**config.mk**
```make
export PLATFORM = sky130hd
export DESIGN_NAME = uart_tx_arbiter
export DESIGN_NICKNAME = d
export VERILOG_FILES = /design/src/rtl/uart_arb_pkg.sv /design/src/rtl/uart_rr_picker.sv /design/src/rtl/uart_tx_arbiter.sv
export SDC_FILE = /design/constraint.sdc
export NUM_CORES = 1
export LEC_CHECK = 0
export ABC_AREA = 1
export CORE_ASPECT_RATIO = 0.7
export CORE_MARGIN = 1.5
export CORE_UTILIZATION = 44
export CTS_CLUSTER_SIZE = 25
export DETAILED_ROUTE_END_ITERATION = 16
export PLACE_DENSITY = 0.85
export SKIP_LAST_GASP = 1
export SYNTH_ARGS = -nofsm -noshare
export SYNTH_HDL_FRONTEND = slang
export SYNTH_SLANG_ARGS = --single-unit
```
**constraint.sdc**
```tcl
create_clock -name i_Clock -period 3 [get_ports i_Clock]
set_clock_uncertainty 0.15 [all_clocks]
set_input_delay 0.6 -clock i_Clock [delete_from_list [all_inputs] [get_ports i_Clock]]
set_output_delay 0.6 -clock i_Clock [all_outputs]
set_load 0.03 [all_outputs]
```
**src/rtl/uart_arb_pkg.sv**
```systemverilog
// ============================================================================
//  Module      : uart_arb_pkg
//  Description : Shared types and constants for the UART TX arbiter slice:
//                FSM state encoding and the byte width.
//  Revision    : 1.0  initial release
// ============================================================================
`default_nettype none

package uart_arb_pkg;

   localparam int BYTE_W = 8;

   localparam logic [1:0] ST_IDLE   = 2'd0;
   localparam logic [1:0] ST_LAUNCH = 2'd1;
   localparam logic [1:0] ST_BUSY   = 2'd2;
   localparam logic [1:0] ST_GAP    = 2'd3;

   typedef enum logic [1:0] {
      S_IDLE   = ST_IDLE,
      S_LAUNCH = ST_LAUNCH,
      S_BUSY   = ST_BUSY,
      S_GAP    = ST_GAP
   } arb_state_t;

endpackage : uart_arb_pkg

`default_nettype wire

```
**src/rtl/uart_rr_picker.sv**
```systemverilog
// ============================================================================
//  Module      : uart_rr_picker
//  Description : Combinational round-robin picker. Scans the request vector
//                starting one position after the pointer (wrapping modulo
//                NUM_REQ) and returns the first set request as a one-hot
//                grant and as a binary index.
//  Revision    : 1.0  initial release
// ============================================================================
`default_nettype none

module uart_rr_picker #(
   parameter int NUM_REQ = 4,
   parameter int IDX_W   = $clog2(NUM_REQ)
) (
   input  logic [NUM_REQ-1:0] i_req,
   input  logic [IDX_W-1:0]   i_ptr,
   output logic [NUM_REQ-1:0] o_grant,
   output logic [IDX_W-1:0]   o_idx,
   output logic               o_any
);

   // One extra bit so ptr+offset can exceed NUM_REQ before wrapping
   localparam int SUM_W = IDX_W + 1;

   logic [SUM_W-1:0] w_sum;
   logic [IDX_W-1:0] w_cand;
   logic             w_found;

   assign o_any = |i_req;

   // Rotating priority scan: offset 1 first, offset NUM_REQ (the pointer itself) last
   always_comb begin
      o_grant = '0;
      o_idx   = '0;
      w_found = 1'b0;
      w_sum   = '0;
      w_cand  = '0;
      for (int i = 1; i <= NUM_REQ; i++) begin
         w_sum = {1'b0, i_ptr} + SUM_W'(i);
         if (w_sum >= SUM_W'(NUM_REQ)) begin
            w_sum = w_sum - SUM_W'(NUM_REQ);
         end
         w_cand = w_sum[IDX_W-1:0];
         if (!w_found && i_req[w_cand]) begin
            w_found         = 1'b1;
            o_grant[w_cand] = 1'b1;
            o_idx           = w_cand;
         end
      end
   end

endmodule : uart_rr_picker

`default_nettype wire

```
**src/rtl/uart_tx_arbiter.sv**
```systemverilog
// ============================================================================
//  Module      : uart_tx_arbiter
//  Description : Shares one UART_TX serializer among NUM_REQ byte producers.
//                Round-robin, one byte per grant; launches the TX with a
//                one-cycle DV pulse and waits for TX done before re-granting.
//                FSM: IDLE -> LAUNCH -> BUSY -> GAP -> IDLE.
//                Optional macro UART_ARB_TIMEOUT_EN adds a BUSY watchdog that
//                pulses o_Timeout and abandons the frame after TIMEOUT_CLKS.
//  Revision    : 1.0  initial release
// ============================================================================
`default_nettype none

module uart_tx_arbiter
   import uart_arb_pkg::*;
#(
   parameter int NUM_REQ      = 4,
   parameter int CLKS_PER_BIT = 217,
   parameter int TIMEOUT_CLKS = 12 * CLKS_PER_BIT
) (
   input  logic                      i_Clock,
   input  logic                      i_Reset,
   input  logic [NUM_REQ-1:0]        i_Req_DV,
   input  logic [BYTE_W*NUM_REQ-1:0] i_Req_Byte,
   output logic [NUM_REQ-1:0]        o_Req_Ack,
   output logic                      o_TX_DV,
   output logic [BYTE_W-1:0]         o_TX_Byte,
   input  logic                      i_TX_Active,
   input  logic                      i_TX_Done,
   output logic                      o_Busy,
   output logic                      o_Timeout
);

   localparam int IDX_W = $clog2(NUM_REQ);

   if (NUM_REQ < 2 || NUM_REQ > 8 || CLKS_PER_BIT < 1 || TIMEOUT_CLKS < 2) begin : g_param_check
      $error("uart_tx_arbiter: parameter out of range");
   end

   arb_state_t          r_state, w_state_nxt;
   logic [IDX_W-1:0]    r_ptr, w_ptr_nxt;
   logic [BYTE_W-1:0]   r_tx_byte, w_tx_byte_nxt;
   logic                r_tx_dv, w_tx_dv_nxt;
   logic [NUM_REQ-1:0]  r_ack, w_ack_nxt;
   logic                r_busy;

   logic [NUM_REQ-1:0]  w_grant;
   logic [IDX_W-1:0]    w_idx;
   logic                w_any;
   logic [BYTE_W-1:0]   w_sel_byte;

   uart_rr_picker #(
      .NUM_REQ (NUM_REQ),
      .IDX_W   (IDX_W)
   ) u_picker (
      .i_req   (i_Req_DV),
      .i_ptr   (r_ptr),
      .o_grant (w_grant),
      .o_idx   (w_idx),
      .o_any   (w_any)
   );

   // AND-OR byte mux driven by the one-hot grant
   always_comb begin
      w_sel_byte = '0;
      for (int k = 0; k < NUM_REQ; k++) begin
         if (w_grant[k]) begin
            w_sel_byte = w_sel_byte | i_Req_Byte[k*BYTE_W +: BYTE_W];
         end
      end
   end

`ifdef UART_ARB_TIMEOUT_EN
   localparam int CNT_W = $clog2(TIMEOUT_CLKS + 1);

   logic [CNT_W-1:0] r_cnt;
   logic             r_timeout, w_timeout_nxt;

   // Clocks since launch: the launch cycle itself counts as one, so BUSY's
   // first cycle reads 1; saturates so it cannot wrap while o_Timeout is high.
   always_ff @(posedge i_Clock or posedge i_Reset) begin
      if (i_Reset) begin
         r_cnt <= '0;
      end else if (r_state == S_LAUNCH) begin
         r_cnt <= CNT_W'(1);
      end else if (r_state == S_BUSY && r_cnt != CNT_W'(TIMEOUT_CLKS)) begin
         r_cnt <= r_cnt + CNT_W'(1);
      end
   end

   // Timeout pulse register
   always_ff @(posedge i_Clock or posedge i_Reset) begin
      if (i_Reset) begin
         r_timeout <= 1'b0;
      end else begin
         r_timeout <= w_timeout_nxt;
      end
   end

   assign o_Timeout = r_timeout;
`else
   assign o_Timeout = 1'b0;
`endif

   // Next-state and next-output logic; request inputs only matter in IDLE
   always_comb begin
      w_state_nxt   = r_state;
      w_ptr_nxt     = r_ptr;
      w_tx_byte_nxt = r_tx_byte;
      w_tx_dv_nxt   = 1'b0;
      w_ack_nxt     = '0;
`ifdef UART_ARB_TIMEOUT_EN
      w_timeout_nxt = 1'b0;
`endif
      case (r_state)
         S_IDLE: begin
            // UART_TX has no reset and may still be finishing a byte
            if (w_any && !i_TX_Active) begin
               w_state_nxt   = S_LAUNCH;
               w_ptr_nxt     = w_idx;
               w_tx_byte_nxt = w_sel_byte;
               w_tx_dv_nxt   = 1'b1;
               w_ack_nxt     = w_grant;
            end
         end
         S_LAUNCH: begin
            w_state_nxt = S_BUSY;
         end
         S_BUSY: begin
`ifdef UART_ARB_TIMEOUT_EN
            // Done wins over a timeout decided in the same cycle; after the
            // pulse the byte is treated as consumed.
            if (i_TX_Done || r_timeout) begin
               w_state_nxt = S_GAP;
            end else if (r_cnt == CNT_W'(TIMEOUT_CLKS - 1)) begin
               w_timeout_nxt = 1'b1;
            end
`else
            if (i_TX_Done) begin
               w_state_nxt = S_GAP;
            end
`endif
         end
         S_GAP: begin
            w_state_nxt = S_IDLE;
         end
         default: begin
            w_state_nxt = S_IDLE;
         end
      endcase
   end

   // State and registered outputs; pointer starts at NUM_REQ-1 so requester 0 wins first
   always_ff @(posedge i_Clock or posedge i_Reset) begin
      if (i_Reset) begin
         r_state   <= S_IDLE;
         r_ptr     <= IDX_W'(NUM_REQ - 1);
         r_tx_byte <= '0;
         r_tx_dv   <= 1'b0;
         r_ack     <= '0;
         r_busy    <= 1'b0;
      end else begin
         r_state   <= w_state_nxt;
         r_ptr     <= w_ptr_nxt;
         r_tx_byte <= w_tx_byte_nxt;
         r_tx_dv   <= w_tx_dv_nxt;
         r_ack     <= w_ack_nxt;
         r_busy    <= (w_state_nxt != S_IDLE);
      end
   end

   assign o_Req_Ack = r_ack;
   assign o_TX_DV   = r_tx_dv;
   assign o_TX_Byte = r_tx_byte;
   assign o_Busy    = r_busy;

endmodule : uart_tx_arbiter

`default_nettype wire

```
* Word-level counts from Yosys, hierarchy flattened *
Index checks and enable logic that the tools add are counted.

storage, ports and cells
  register bits = 18
  bits in latches = 0
  memory bits (writable) = 0
  bits in read-only memories = 0
  bits of input ports = 40
  output and inout bits = 15
  logic and storage cells = 93
  memories = 0

cells by class
  add/subtract/negate cells = 8
  multiply operators = 0
  divide/modulo/power cells = 0
  magnitude comparators = 12
  eq/ne operators = 3
  shift operators = 0
  mux-type cells = 42
  bitwise operators = 6
  reduce and logical (&&, ||, !) cells = 16

operators by type and width
  cell                   count
  $mux W8                4
  $mux W4                6
  $or A8 B8 Y8           3
  $mux W2                10
  $mux W1                13
  $ge A3 B3 Y1 const B   4
  $lt A2 B3 Y1 const B   4
  $or A4 B4 Y4           3
  $bmux W1 S2            4
  $demux W1 S2           4
  $ge A2 B1 Y1 const B   4
  $logic_and A1 B1 Y1    8
  $pmux W2 S4            1
  $sub A2 B1 Y2 const B  4
  $add A2 B2 Y3 const B  2
  $eq A2 B2 Y1 const B   2
  $logic_not A1 Y1       4
  $reduce_or A4 Y1       1
  $add A2 B1 Y3 const B  1
  $add A2 B3 Y3 const B  1
  $eq A2 B1 Y1 const B   1
  $logic_not A2 Y1       1
  $reduce_and A2 Y1      1
  $reduce_bool A2 Y1     1

* Longest topological paths before layout *
  depth after elaboration = 22
  depth in mapped cells = 14
  mapped depth without buffers = 13

* Modules after synthesis *
A second synthesis with hierarchy kept.

unflattened totals
  cells, all modules = 211
  area total of the unflattened synthesis = 1519.0 µm²

by module, submodules not included
  module           instances  cells an instance  area each (µm²)  seq. area each (µm²)
  uart_tx_arbiter  1          128                957.2            452.9
  uart_rr_picker   1          83                 561.8            0.0

* Least setup slack after synthesis *
Ideal clock, no wire load.

  path kind = register to register
  from = register r_ptr[0]
  to = register r_tx_byte[1] (netlist: o_TX_Byte[1])
  library setup time = 0.117 ns
  arrival time = 1.982 ns
  required time = 2.733 ns
  setup slack = 0.750 ns
  cell stages (with the launch flop) = 14
  path buffers = 1
  period minus slack after synthesis = 2.250 ns
  cell sequence = dfstp_2 > buf_6 > inv_8 > ha_1 > inv_1 > nand2_4 > nand2_4 > nor2_4 > a21oi_2 > nand3_2 > nand2_1 > nand3_1 > nor2_1 > nor2_1

on the way
  cells in the longest elaborated chain, start to end = 22
  elaborated cells on any way between the ends = 67
  those cells by class = 8 x add/sub; 12 x order compare; 31 x mux; 6 x bitwise; 10 x reduce/logical

ends and longest elaborated chain
  what                                                    RTL line                RTL
  start, declared                                         uart_tx_arbiter.sv:40   logic [IDX_W-1:0] r_ptr, w_ptr_nxt;
  start signal, assigned                                  uart_tx_arbiter.sv:156  r_ptr <= IDX_W'(NUM_REQ - 1);
  start signal, assigned                                  uart_tx_arbiter.sv:163  r_ptr <= w_ptr_nxt;
  branches (longest 14 deep; another with $add A2 B1 Y3)  n/a
  $mux W4 (*)                                             uart_rr_picker.sv:44    if (!w_found && i_req[w_cand]) begin
  $mux W8                                                 uart_tx_arbiter.sv:66   if (w_grant[k]) begin
  $or A8 B8 Y8                                            uart_tx_arbiter.sv:67   w_sel_byte = w_sel_byte | i_Req_Byte[k*BYTE_W +: BYTE_W];
  $mux W8                                                 uart_tx_arbiter.sv:66
  $or A8 B8 Y8                                            uart_tx_arbiter.sv:67
  $mux W8                                                 uart_tx_arbiter.sv:66
  $or A8 B8 Y8                                            uart_tx_arbiter.sv:67
  $mux W8 (*)                                             uart_tx_arbiter.sv:66
  end signal, assigned                                    uart_tx_arbiter.sv:164  r_tx_byte <= w_tx_byte_nxt;
  end, declared                                           uart_tx_arbiter.sv:41   logic [BYTE_W-1:0] r_tx_byte, w_tx_byte_nxt;

Every way passes the cells marked *. The select of a mux whose other input is x is not followed.
A chain may end at the register's enable or synchronous reset.

* Worst setup path after layout *
  from = register r_ptr[1]
  to = register r_tx_byte[2] (netlist: o_TX_Byte[2])

Same word-level chain as after synthesis.

==> results.yml <==
outcome:
  status: "finished, final reports clean"
synthesis:
  synth_top_cell_by_area: "dfrtp_1"
  syn_area_sq_um: 1400
  yosysWarnings: 0
  syn_avg_cell_area_sq_um: 7.13
  synth_area_leaders: "dfrtp_1 (29%), nand2_1 (18%), nand3_1 (9.7%)"
  ys_seq_area_frac: 0.324
  syn-num-nets: 245
  synth_top_area_share: 0.286
  synth_cell_types: 28
  synthCells: 196
  synth-seq-cells: 18
clocking:
  cts_setup_buffers: 0
  cts_buffer_depth: 2
  hold_buffers: 0
  cts.clk_slew.worst_paths_ps: 70
  clock_sinks: 18
  root_buffer: "clkbuf_8"
  insertion_delay_ps: 260
  h-tree-depth: 1
  post_cts_resized: 0
  cts_tree: "done"
  cts_made_buffers: 3
sta:
  setup_viol: 0
  hold_violations: 0
  rsz0062_at_grt: "false"
  max_freq_ghz: 0.379
  relSlewSlack: 0.458
  fin_tns_setup_ps: 0
  tightestPinTransition_ps: 813
  period_share: 0.880
  slew_violations: 0
  period_minus_slack_ps: 2640
cells_and_area:
  nNetsFinal: 299
  syn_to_final_growth_pct: 43.4
  diodes: 0
  drive_above_1_share: 0.100
routing:
  ant_nets: 0
  routed_via_density: 4.96
  dr_total_vias: 1414
  drtIter0Drc: 86
  post_drt_wl_per_cell_um: 12.4
  finalWirelength_um: 3540
  drc_errors: 0
  firstDrtPassIters: 5
pwr:
  leakagePower_nw: 0.974
  ir_worst_vdd_v: 0.000593
  power.density_nw_per_um2: 1100
  power_mw: 2.20
worst_setup_path:
  cp.arrival_ps: 2640
  path_common_cell: "nand2_1"
  crit_path_start_kind: "flip-flop"
  r2r_slack_ps: 360
  path_class: "reg -> reg"
  endpoint_kind: "flip-flop"
  crit_required_ps: 3000
  crit_start: "r_ptr[1]"
  crit_chain: "inv_1, ha_1, inv_1, nand2_4, nand2_4, nand2_1, a21boi_2, nand3_2, nand2_1, nand2_1, nor2_1, nor2_1"
  cp_max_fo: 9
  cp_slowest_cell: "dfstp_2"
  worstReg2RegStart: "r_ptr[1]"
  max_stage_delay_ps: 640
grt:
  grt_use_met2: 0.332
  grt_max_degree: 25
  antenna_found_initial: 0
  grt-busiest-layer: "met2"
  first_global_vias: 1348
  overflow: 0
  grt_first_pass_wirelength_um: 5950
  groute.usage.overall: 0.214
  use_met1: 0.287
  grtUsageMet3: 0.0562
min_path:
  min_from: "o_TX_Byte[4]"
  hold_class: "reg -> reg"
floorplan:
  rows: 16
  die_area_sq_um: 3530
  die_x_um: 70.4
  io_pins: 55
  core-area_sq_um: 2900
  die_h_um: 50.2
  start_util: 0.481
place:
  dp_hpwl_um: 2790
  gp_congestion: 0.857
  port_buffers: 53
run:
  max-cap-violations: 0
where the power goes:
group / internal, mW / leakage, nW / switching (mW)
combinational: 0.573 / 0.730 / 1.00
sequential: 0.359 / 0.215 / 0.0706
clock: 0.117 / 0.0288 / 0.0830
logic make-up (layout without fill, tap and decap cells):
logic type	after synthesis	in the layout	synth area share
compound gates	11	11	0.0627
flops	18	18	0.324
fa+ha+maj	9	9	0.0806
buf+inv	22	75	0.0734
other cells	1	1	0.00268
simple gates	135	135	0.457
cells in the mapped netlist, drive strengths merged:
cell / number
a21boi: 4
dfrtp: 16
nor2: 28
a21oi: 3
o221ai: 1
inv: 17
clkbuf: 2
nand2: 72
or2: 1
nand4: 1
conb: 1
buf: 3
dfstp: 2
and3: 1
ha: 9
o21ai: 2
a211o: 1
nand3: 32
state kept, by name, indices dropped and copies added (netlist names):
name / flops
r_ptr: 2
o_TX_DV: 1
o_TX_Byte: 8
o_Req_Ack: 4
o_Busy: 1
r_state: 2
worst paths after layout:
check / endpoint / cells past startpoint
hold reg to reg: o_TX_Byte[4] / 2
hold / removal: o_TX_Byte[4] / 2
min in group asynchronous: o_TX_Byte[3] / 2
setup reg to reg: o_TX_Byte[2] / 12
max in group asynchronous: o_TX_Byte[6] / 2
setup / recovery: o_TX_Byte[2] / 12
worst max-delay path, delay by kind of cell, from the launching register on:
family	cells	cell delay, ps
AOI/OAI and AO/OA	1	180
adders and majority gates	1	420
buffers and inverters	2	280
DFF	1	640
and+or+nand+nor	8	860
metrics by stage:
step | setup WS (ps) | std cells | utilization | area [sq um] | hold slack (ps)
final | 361 | 285 | 0.691 | 2000 | 363
after global routing | 198 | 285 | 0.691 | 2000 | 397
after CTS | 398 | 285 | 0.691 | 2000 | 369
after detailed placement | 307 | 281 | 0.672 | 1950 | 354
after global placement | 411 | 281 | 0.672 | 1950 | 341
after floorplan | 750 | 196 | - | 1400 | 339
placed cells by master (no fill, tap or decap), drive strengths merged, types with 3 or more instances in the layout:
cell / instances
dfrtp: 16
a21oi: 3
ha: 9
nand3: 32
a21boi: 4
clkdlybuf4s50: 53
nor2: 28
nand2: 72
inv: 17
clkbuf: 4
area by class of cell:
class	count	area, sq um
Clock buffer	4	55.1
Fill cell	242	898
Inverter	17	71.3
Multi-Input combinational cell	156	842
Sequential cell	18	453
Tap cell	36	45.0
Timing Repair Buffer	54	538
per-layer routing:
metal / up-vias / wire (um)
li1: 727 / -
met4: 0 / 62
met5: - / 0
met1: 636 / 1650
met2: 44 / 1610
met3: 7 / 214
Power figures use the tool's default switching activity.
